File: config.mk
export PLATFORM = sky130hd
export DESIGN_NAME = univ_shift_reg
export DESIGN_NICKNAME = d
export VERILOG_FILES = /design/src/rtl/univ_shift_reg.sv
export SDC_FILE = /design/constraint.sdc
export NUM_CORES = 1
export LEC_CHECK = 0
export BUFFER_PORTS_ARGS = -buffer_cell sky130_fd_sc_hd__clkbuf_2
export CAP_MARGIN = 10
export CORE_MARGIN = 2
export CORE_UTILIZATION = 56
export DETAILED_ROUTE_END_ITERATION = 12
export GPL_TIMING_DRIVEN = 0
export PLACE_DENSITY = 0.84
export SETUP_SLACK_MARGIN = 0.2
export SLEW_MARGIN = 30
export SYNTH_ARGS = -nofsm -noshare
export SYNTH_HDL_FRONTEND = slang
export SYNTH_SLANG_ARGS = --single-unit
File: constraint.sdc
create_clock -name clk -period 4.9 [get_ports clk]
set_clock_uncertainty 0.2 [all_clocks]
set_input_delay 0.98 -clock clk [delete_from_list [all_inputs] [get_ports clk]]
set_output_delay 0.98 -clock clk [all_outputs]
set_load 0.01 [all_outputs]
File: src/rtl/univ_shift_reg.sv
// Universal shift register with a counted burst-shift engine (busy/done handshake).
// Define SHIFT_NEG_EDGE_EN to clock every flop on the falling edge of clk.

module univ_shift_reg #(
    parameter int WIDTH = 8,
    parameter int CNT_W = $clog2(WIDTH + 1)
) (
    input  logic             clk,
    input  logic             rst,
    input  logic             ce,
    input  logic [2:0]       mode,
    input  logic             si,
    input  logic [WIDTH-1:0] pdin,
    input  logic             start,
    input  logic [CNT_W-1:0] len,
    output logic [WIDTH-1:0] q,
    output logic             so,
    output logic             busy,
    output logic             done
);

    // state | meaning
    // IDLE  | execute mode directly, or accept a burst request
    // SHIFT | burst running, one captured op per ce edge
    // DONE  | single-cycle completion pulse, no op executed
    typedef enum logic [1:0] {
        IDLE  = 2'd0,
        SHIFT = 2'd1,
        DONE  = 2'd2
    } state_t;

    localparam logic [2:0] OP_SHR = 3'b001;
    localparam logic [2:0] OP_SHL = 3'b010;
    localparam logic [2:0] OP_ROR = 3'b011;
    localparam logic [2:0] OP_ROL = 3'b100;
    localparam logic [2:0] OP_LD  = 3'b101;

    state_t           state, state_nxt;
    logic [CNT_W-1:0] cnt, cnt_nxt;
    logic [2:0]       op, op_nxt;
    logic [WIDTH-1:0] q_nxt;
    logic             so_nxt;
    logic             exec;
    logic [2:0]       exec_op;

    always_comb begin
        state_nxt = state;
        cnt_nxt   = cnt;
        op_nxt    = op;
        exec      = 1'b0;
        exec_op   = mode;
        case (state)
            IDLE: begin
                if (ce) begin
                    if (start && (mode inside {OP_SHR, OP_SHL, OP_ROR, OP_ROL})) begin
                        op_nxt    = mode;
                        cnt_nxt   = len;
                        state_nxt = (len != '0) ? SHIFT : DONE;
                    end else begin
                        exec = 1'b1;
                    end
                end
            end
            SHIFT: begin
                if (ce) begin
                    exec    = 1'b1;
                    exec_op = op;
                    cnt_nxt = cnt - CNT_W'(1);
                    if (cnt == CNT_W'(1)) begin
                        state_nxt = DONE;
                    end
                end
            end
            default: state_nxt = IDLE;
        endcase
    end

    always_comb begin
        q_nxt  = q;
        so_nxt = so;
        if (exec) begin
            case (exec_op)
                OP_SHR: begin
                    q_nxt  = {si, q[WIDTH-1:1]};
                    so_nxt = q[0];
                end
                OP_SHL: begin
                    q_nxt  = {q[WIDTH-2:0], si};
                    so_nxt = q[WIDTH-1];
                end
                OP_ROR: begin
                    q_nxt  = {q[0], q[WIDTH-1:1]};
                    so_nxt = q[0];
                end
                OP_ROL: begin
                    q_nxt  = {q[WIDTH-2:0], q[WIDTH-1]};
                    so_nxt = q[WIDTH-1];
                end
                OP_LD:   q_nxt = pdin;
                default: q_nxt = q;
            endcase
        end
    end

`ifdef SHIFT_NEG_EDGE_EN
    always_ff @(negedge clk) begin
`else
    always_ff @(posedge clk) begin
`endif
        if (!rst) begin
            state <= IDLE;
            cnt   <= '0;
            op    <= '0;
            q     <= '0;
            so    <= 1'b0;
        end else begin
            state <= state_nxt;
            cnt   <= cnt_nxt;
            op    <= op_nxt;
            q     <= q_nxt;
            so    <= so_nxt;
        end
    end

    // Both flags decode the state flop directly, so they stay registered.
    assign busy = (state == SHIFT);
    assign done = (state == DONE);

endmodule

======== Word level (Yosys, flattened, before mapping) ========
Cells that the tools add are included.
word-level totals
  register bits ........................... 18
  bits of input ports ..................... 20
  output and inout bits ................... 11
  word-level logic and storage cells ...... 54
operators by class
  add/subtract/negate cells ............... 1
  equal/unequal tests ..................... 16
  mux-type cells .......................... 18
  reduce and logical (&&, ||, !) cells .... 14
operators with widths
  cell                                              count
  case mux 8 bit (5 select lines)                   1
  == test 3 x 2 -> 1 bit, second input constant     4
  2-to-1 mux 4 bit                                  3
  2-to-1 mux 2 bit                                  5
  == test 3 bit, second input constant              3
  case mux 4 bit (2 select lines)                   1
  AND reduction 4 bit                               2
  nonzero test 4 bit                                2
  == test 3 x 1 -> 1 bit, second input constant     2
  2-to-1 mux 3 bit                                  2
  != test 2 bit, second input constant              3
  nonzero test 5 bit                                1
  == test 4 x 1 -> 1 bit, second input constant     1
  case mux 1 bit (2 select lines)                   2
  case mux 2 bit (2 select lines)                   1
  AND reduction 2 bit                               2
  nonzero test 2 bit                                2
  OR reduction 2 bit                                2
  subtractor 4 x 1 -> 4 bit, second input constant  1
  2-to-1 mux 1 bit                                  3
  AND reduction 3 bit                               1
  == test 2 x 1 -> 1 bit, second input constant     1
  == test 2 bit, second input constant              1
  zero test 2 bit                                   1
  other kinds (2)                                   2

======== Logic depth before layout (Yosys ltp) ========
Gate-level depths: netlist of run 1.
  depth in word-level cells ............... 7
  depth in mapped cells ................... 7
  depth with buffers taken out ............ 5

======== Worst setup path before layout of run 1 ========
OpenSTA, ideal clock, no wires.
  path kind ............................... in2reg
  start ................................... input mode[0]
  end ..................................... register state[0]
  setup time .............................. 0.120 ns
  arrival time ............................ 2.107 ns
  data required time ...................... 4.580 ns
  slack ................................... 2.474 ns
  cell stages on the path ................. 5
  buffers on the path ..................... 0
  path through ............................ or3_4 and3_4 o21ai_4 nor3_1 o31a_1
on the way
  word-level cells in the longest chain between the ends .. 5
  elaborated cells between the ends (all ways) .. 8
  classes of those cells .................. eq/ne: 5; reduce/logical: 3
RTL lines
  what                                            line  text
  start, declared                                 11    input logic [2:0] mode,
  == test 3 x 1 -> 1 bit (tied with other cells)  55    if (start && (mode inside {OP_SHR, OP_SHL, OP_ROR, OP_ROL})) begin
  nonzero test 4 bit (*)                          55
  logical AND 1 bit (*)                           55
  != test 2 bit (no line) (*)                     --
  AND reduction 4 bit (no line) (*)               --
  end signal, assigned                            117   state <= state_nxt;
  end, declared                                   38    state_t state, state_nxt;
Every way passes the cells marked *; elsewhere a longest branch is shown, timed or not.
A chain may end at the register's enable or synchronous reset.

======== Worst setup path after layout of run 1 ========
Same ends and word-level chain as after synthesis.

==> results of run 1 <==
power by group through the flow:
stage / Sequential (mW) / Combinational (mW) / Clock, mW
after floorplan: 0.176 / 0.0841 / 0
after global placement: 0.174 / 0.119 / 0
after detailed placement: 0.175 / 0.124 / 0
after CTS: 0.172 / 0.125 / 0.0925
after global routing: 0.174 / 0.137 / 0.0976
final: 0.172 / 0.125 / 0.0917
cells in the final DEF (no fill, tap or decap), drive strengths merged, types with 4 or more instances in the layout:
cell type and count:
a21oi 6, nor2b 5, a31oi 6, inv 8, nand3 7, nor2 4, o21ai 13, mux2i 8
nand2 7, nor3 4, nand2b 5, dfxtp 18, a22oi 7, clkbuf 38
kinds of logic (layout without fill, tap and decap cells):
| group | Yosys count | count (layout) | share of synthesized area (%) |
|---|---|---|---|
| compound gates | 51 | 51 | 30.58 |
| xor+xnor | 2 | 2 | 1.482 |
| fa+ha+maj | 2 | 2 | 2.116 |
| buf+inv | 15 | 48 | 5.397 |
| flops | 18 | 18 | 30.48 |
| mux | 8 | 8 | 7.408 |
| simple gates | 44 | 44 | 22.54 |
critical path, cell delays in order:
cell and delay (ps):
sky130_fd_sc_hd__clkbuf_2 130, sky130_fd_sc_hd__or3_4 410, sky130_fd_sc_hd__and3_4 210, sky130_fd_sc_hd__o21ai_4 260, sky130_fd_sc_hd__nor3_1 80, sky130_fd_sc_hd__o31a_1 290
metal layers:
metal,routed length (um),part of all wire [%],GRT usage (%)
met1,1295,45,30.21
met2,1456,51,43.11
met3,114,4.0,2.727
met4,17,0.59,7.870
met5,0,0,0
stage by stage:
step	hold WS, ps	std cells	util [%]	cell area [um^2]	worst slack [ps]
2_1_floorplan	259.6	140	-	1182	2474
3_3_place_gp	268.8	196	68.69	1361	2235
3_5_place_dp	304.6	196	68.69	1361	2215
4_1_cts	320.4	200	70.52	1398	2524
5_1_grt	323.5	200	70.52	1398	2473
6_report	322.9	200	70.52	1398	2528
path summary, 6_finish.rpt:
path | cells past startpoint | to | slack [ps]
worst min register to register | 2 | cnt[1] | 320
worst min-delay path | 2 | cnt[1] | 320
worst max-delay path | 6 | state[0] | 2530
worst max register to register | 6 | q[5] | 2920
area by class of cell:
cell class              instances  area share, %
well taps                      27          2.417
clock buffers                   4          2.596
repair buffers                 29          10.38
flip-flops and latches         18          25.78
multi-input cells             107          54.25
plain buffers                   7          2.417
inverters                       8          2.149
state kept, by name (all words and copies together) (netlist names):
name / flops
cnt: 4
op: 3
q: 8
so: 1
state: 2
==> Flow_metrics.wiki, run 1 <==
{| class="wikitable"
! Metric !! Value
|-
| Result of the run || completed
|-
| Power density cells || 278.2 nW/um^2
|-
| Post-synth net total || around 160
|-
| Filler Cell Count || 178
|-
| Switching power total || 0.1305 mW
|-
| Starting DRC count in detailed routing || 36
|-
| CTS tree || built
|-
| Maximum resistive drop on vdd || 0.1780 mV
|-
| Final Cycle Share || roughly half
|-
| Maximum fanout count along the critical path || 10
|-
| Worst EP required || 4890 ps
|-
| Clk pwr share || around a quarter
|-
| Cell variety after synth || 44
|-
| Unrepaired setup endpoints after global routing || false
|-
| Prevailing post-synth register cell || sky130_fd_sc_hd__dfxtp_1
|-
| Storage element area || 360.3 um^2
|-
| Resized Gates After CTS || 0
|-
| Detailed-routing iteration count for the pre-antenna-repair pass || 4
|-
| Top cell type's share of synthesized area || 30.48%
|-
| Number of top-level design ports || 31
|-
| Number of sinks handled by clock tree synthesis || 18
|-
| Via count || 1200
|-
| Growth of design area from synthesis to finish || 18.20%
|-
| Buffer cell driving the clock tree root || sky130_fd_sc_hd__clkbuf_4
|-
| Die X || between 40 and 50 um
|-
| Remaining global-route overflow || 0
|-
| Remaining antenna violation count after routing || 0
|-
| LEAKAGE || between 0.6 and 0.7 nW
|-
| IO buf count || 29
|-
| Mean routed wirelength per cell || 14.42 um
|-
| Number of hold buffers added after CTS || 0
|-
| Routability congestion estimate from global placement || between 0.8 and 0.9
|-
| Final hold vios || 0
|-
| Clock input transition at the sequential cells of the worst setup and hold paths || 110 ps
|-
| Final critical path time including I/O delays and setup || 2372 ps
|-
| Ant. Diodes || 0
|-
| Post-CTS Setup Bufs || 0
|-
| Max-cap violations || 0
|-
| Floorplan die area || approximately 2500 um^2
|-
| Internal power summed over all cells || 0.2583 mW
|-
| Largest net degree at the start of global routing || 11
|-
| Area of the placeable core || 1982 um^2
|-
| Synth top cells by count || 18 x sky130_fd_sc_hd__dfxtp_1, 8 x sky130_fd_sc_hd__inv_1, 8 x sky130_fd_sc_hd__o21ai_1
|-
| Wire length of the first global-routing pass || 4830 um
|-
| FP Rows || 16
|-
| Share of the yosys chip area belonging to registers || 30.48%
|-
| Die Ht || 49.95 um
|-
| Final-report setup violation count || 0
|-
| Crit. Startpoint || mode[0]
|-
| Clk_lat worst skew || 290 ps
|-
| Seq pwr share || ~44%
|-
| RR Startpoint || op[2]
|-
| Post-Syn Instances || 140
|-
| Starting utilization of the core area || roughly three fifths
|-
| Startpoint class of the critical path || input port
|-
| Part of the power in combinational logic || 32.3%
|-
| Crit path kind || in -> reg
|-
| Total area of multi-input combinational cells || 758.2 um^2
|-
| Most frequently used cell type in the post-synthesis netlist || sky130_fd_sc_hd__dfxtp_1
|-
| Slew at the pin closest to its max-slew limit || 579.2 ps
|-
| Total standard cell area after synthesis || 1182 um^2
|-
| Via count of the first global-routing pass || 1145
|-
| Cell types with the largest area share after synthesis || sky130_fd_sc_hd__dfxtp_1 30%, sky130_fd_sc_hd__mux2i_1 5.1%, sky130_fd_sc_hd__a22oi_1 4.4%
|-
| Final setup TNS || 0 ps
|-
| Cell taking the most area after synthesis || sky130_fd_sc_hd__dfxtp_1
|-
| Final Routed Wirelength || 2883 um
|-
| Clock buffer depth || 2
|-
| Hold/Removal Path Class || reg -> reg
|-
| Arrival time of data at the critical path endpoint || 2370 ps
|-
| Number of buffers created by CTS || 3
|-
| Antenna violations before repair || 0
|-
| Total power || 0.3888 mW
|-
| Yosys synthesis warning count || 0
|-
| Max-slew violations || 0
|-
| Share of async-settable or async-resettable flops after synthesis || 0%
|-
| Yosys reg bits || 18
|-
| Nets || 196
|-
| Estimated wirelength of the detail-placed design || 2158 um
|-
| Remaining max-slew budget at the tightest pin || 61.31%
|-
| Avg Synthesized Cell Area || 8.446 um^2
|-
| Kind of end point of the critical path || flip-flop
|-
| Proportion of total power due to net switching || 33.56%
|-
| Achievable frequency || about 0.42 GHz
|-
| Number of flops mapped to enable cells by yosys || 0
|-
| Fraction of final layout cells with drive strength greater than 1 || about a quarter
|-
| H-tree depth reported by CTS || 1
|-
| DRC violation count after routing || 0
|-
| Hold Crit Start || cnt[1]
|-
| Total routing resource utilization after global routing || approximately a quarter
|-
| Post-detailed-route via-to-cell ratio || 6.000
|}
(Power assumes the default switching activity.)
==> inputs of run 2 (changes only) <==
CORE_UTILIZATION = 52   (was 56)
PLACE_DENSITY = 0.79   (was 0.84)
clock period = 2.31 ns   (was 4.9 ns; I/O delays follow)
==> run 2 against run 1 <==
  * Global-route usage shrank 0.71 points
  * Die area rose by 7.1%
  * Via count increased by 1.0%
  * Clock power up 120%
  * Setup slack lost 2100 ps
  * Largest cell class unchanged
  * Highest routed layer unchanged
  * Routed wire length is 3.2% higher
  * Clock-buffer cell count unchanged
  * Hold slack got worse by 45 ps
  * Core utilization fell by 6.5 points
  * Sequential power rose by 110%
==> Flow_metrics.wiki, run 2 (same netlist as run 1, synthesis figures left out) <==
{| class="wikitable"
! Metric !! Value
|-
| Die Ht || 51.69 um (was 49.95 um)
|-
| Via count of the first global-routing pass || 1135 (was 1145)
|-
| Remaining antenna violation count after routing || 0 (unchanged)
|-
| Estimated wirelength of the detail-placed design || 2181 um (was 2158 um)
|-
| Die X || 51.69 um (was 49.95 um)
|-
| Number of flip-flops in the largest register || 8 (unchanged)
|-
| Routability congestion estimate from global placement || 0.8008 (was 0.8830)
|-
| Crit path kind || reg -> reg (was in -> reg)
|-
| Post-route core utilization || 64.02% (was 70.52%)
|-
| Floorplan die area || 2671 um^2 (was 2495 um^2)
|-
| Post-CTS Setup Bufs || 0 (unchanged)
|-
| Result of the run || completed (unchanged)
|-
| RR Startpoint || state[0] (was op[2])
|-
| Nets || 196 (unchanged)
|-
| Slowest stage delay, CP || 550 ps (was 410 ps)
|-
| Register-to-register setup slack || 400 ps (was 2920 ps)
|-
| Detailed-routing iteration count for the pre-antenna-repair pass || 4 (unchanged)
|-
| LEAKAGE || 0.6030 nW (was 0.6012 nW)
|-
| Ant. Diodes || 0 (unchanged)
|-
| Biggest registers after layout || q x8, cnt x4, op x3 (unchanged)
|-
| Final hold vios || 0 (unchanged)
|-
| Hold/Removal Path Class || in -> reg (was reg -> reg)
|-
| IO buf count || 29 (unchanged)
|-
| Largest net degree at the start of global routing || 11 (unchanged)
|-
| Power density cells || 592.6 nW/um^2 (was 278.2 nW/um^2)
|-
| Total routing resource utilization after global routing || 23.54% (was 24.25%)
|-
| Hold path cells || 3 (was 2)
|-
| Biggest register || q (unchanged)
|-
| Max-cap violations || 0 (unchanged)
|-
| Slowest stage cell, crit path || sky130_fd_sc_hd__o31ai_2 (was sky130_fd_sc_hd__or3_4)
|-
| Growth of design area from synthesis to finish || 18.62% (was 18.20%)
|-
| Total power || 0.8311 mW (was 0.3888 mW)
|-
| Final setup TNS || 0 ps (unchanged)
|-
| Post-detailed-route via-to-cell ratio || 6.030 (was 6.000)
|-
| Unrepaired setup endpoints after global routing || false (unchanged)
|-
| Remaining max-slew budget at the tightest pin || 59.70% (was 61.31%)
|-
| Clk_lat worst skew || 300 ps (was 290 ps)
|-
| FP Rows || 17 (was 16)
|-
| Buffer cell driving the clock tree root || sky130_fd_sc_hd__clkbuf_4 (unchanged)
|-
| Hold WS || 277.6 ps (was 322.9 ps)
|-
| Fraction of final layout cells with drive strength greater than 1 || 25.43% (was 24.86%)
|-
| Area of the placeable core || 2191 um^2 (was 1982 um^2)
|-
| Number of top-level design ports || 31 (unchanged)
|-
| Startpoint class of the critical path || flip-flop (was input port)
|-
| Clock input transition at the sequential cells of the worst setup and hold paths || 110 ps (about the same)
|-
| Most common cell after layout, fill and taps aside || sky130_fd_sc_hd__clkbuf_2 (unchanged)
|-
| Kind of end point of the critical path || flip-flop (unchanged)
|-
| Worst min-delay path endpoint || q[0] (was cnt[1])
|-
| Antenna violations before repair || 0 (unchanged)
|-
| CTS tree || built (unchanged)
|-
| H-tree depth reported by CTS || 1 (unchanged)
|-
| Number of buffers created by CTS || 3 (unchanged)
|-
| Maximum fanout count along the critical path || 10 (unchanged)
|-
| Mean routed wirelength per cell || 14.80 um (was 14.42 um)
|-
| Worst EP required || 2350 ps (was 4890 ps)
|-
| Max-slew violations || 0 (unchanged)
|-
| Via count || 1212 (was 1200)
|-
| Starting DRC count in detailed routing || 32 (was 36)
|-
| Arrival time of data at the critical path endpoint || 1940 ps (was 2370 ps)
|-
| Worst reg2reg path endpoint || q[5] (unchanged)
|-
| Starting utilization of the core area || 53.97% (was 59.66%)
|-
| Filler Cell Count || 200 (was 178)
|-
| Wire length of the first global-routing pass || 4816 um (was 4830 um)
|-
| Maximum resistive drop on vdd || 0.5903 mV (was 0.1780 mV)
|-
| Number of sinks handled by clock tree synthesis || 18 (unchanged)
|-
| DRC violation count after routing || 0 (unchanged)
|-
| Most used cells in the layout excluding fill and tap cells || 29 x sky130_fd_sc_hd__clkbuf_2, 18 x sky130_fd_sc_hd__dfxtp_1, 8 x sky130_fd_sc_hd__inv_1, 8 x sky130_fd_sc_hd__o21ai_1 (unchanged)
|-
| Final Routed Wirelength || 2975 um (was 2883 um)
|-
| Achievable frequency || 0.5247 GHz
|-
| Final critical path time including I/O delays and setup || ~1900 ps
|-
| Hold Crit Start || pdin[0] (was cnt[1])
|-
| Remaining global-route overflow || 0 (unchanged)
|-
| Final-report setup violation count || 0 (unchanged)
|-
| Clock buffer depth || 2 (unchanged)
|-
| Slew at the pin closest to its max-slew limit || 600.9 ps (was 579.2 ps)
|-
| Final Cycle Share || 82.50%
|-
| Critical-path cell list || buf_4 -> and3b_1 -> o31ai_2 -> a22oi_1 -> a31oi_1 (was clkbuf_2 -> or3_4 -> and3_4 -> o21ai_4 -> nor3_1 -> o31a_1)
|-
| Cells on worst reg2reg path || 5 (was 6)
|}
-- run 2: cell counts in the layout (fill, tap and decap cells not counted) --
Identical to the previous run, type by type.
-- run 2: through the flow --
stage	cell area, um^2	std cells	setup WS (ps)
after floorplan	1182	140	401.7
after global placement	1363	197	175.4
after detailed placement	1363	197	103.5
after CTS	1399	201	354.9
after global routing	1403	201	252.3
final	1403	201	404.3
-- run 2: worst max-delay path by stage --
stage	cells past startpoint	slack, ps	from	endpoint
after floorplan	5	400	mode[0]	state[0]
after global placement	6	180	mode[0]	state[0]
after detailed placement	6	100	mode[0]	state[0]
after CTS	6	350	op[2]	q[5]
after global routing	6	250	op[2]	q[7]
final	5	400	state[0]	q[5]
-- run 2: timing repair --
action,in CTS,in global routing
setup endpoints to repair,0,6
resized for setup,0,1
hold buffers,0,0
-- run 2: critical path, delay by kind of cell, from the launching register on --
| family | cells | cell delay [ps] |
|---|---|---|
| AOI/OAI and AO/OA | 3 | 950 |
| DFF | 1 | 310 |
| and+or+nand+nor | 1 | 220 |
| buffers and inverters | 1 | 170 |
-- run 2: metal layers --
metal / global-route usage [%] / wire length (um) / part of all wire (%) / vias to the layer above
met5: 0 / 0 / 0 / -
li1: - / - / - / 600
met3: 5.172 / 177 / 5.9 / 4
met2: 43.38 / 1484 / 50 / 43
met1: 27.60 / 1294 / 43 / 565
met4: 5.263 / 18 / 0.61 / 0
-- run 2: final cells by class --
type	instances	area, um^2	area share (%)
clock buffers	4	36.28	2.587
flip-flops and latches	18	360.3	25.69
inverters	8	30.03	2.141
multi-input cells	107	762.0	54.33
well taps	28	35.03	2.498
plain buffers	7	33.78	2.409
repair buffers	29	145.1	10.35
-- run 2: report_power, final --
part	leakage (nW)	total, mW	internal (mW)	switching (mW)
Sequential	0.147	0.365	0.339	0.0258
Combinational	0.435	0.267	0.114	0.153
Clock	0.0210	0.199	0.0963	0.103
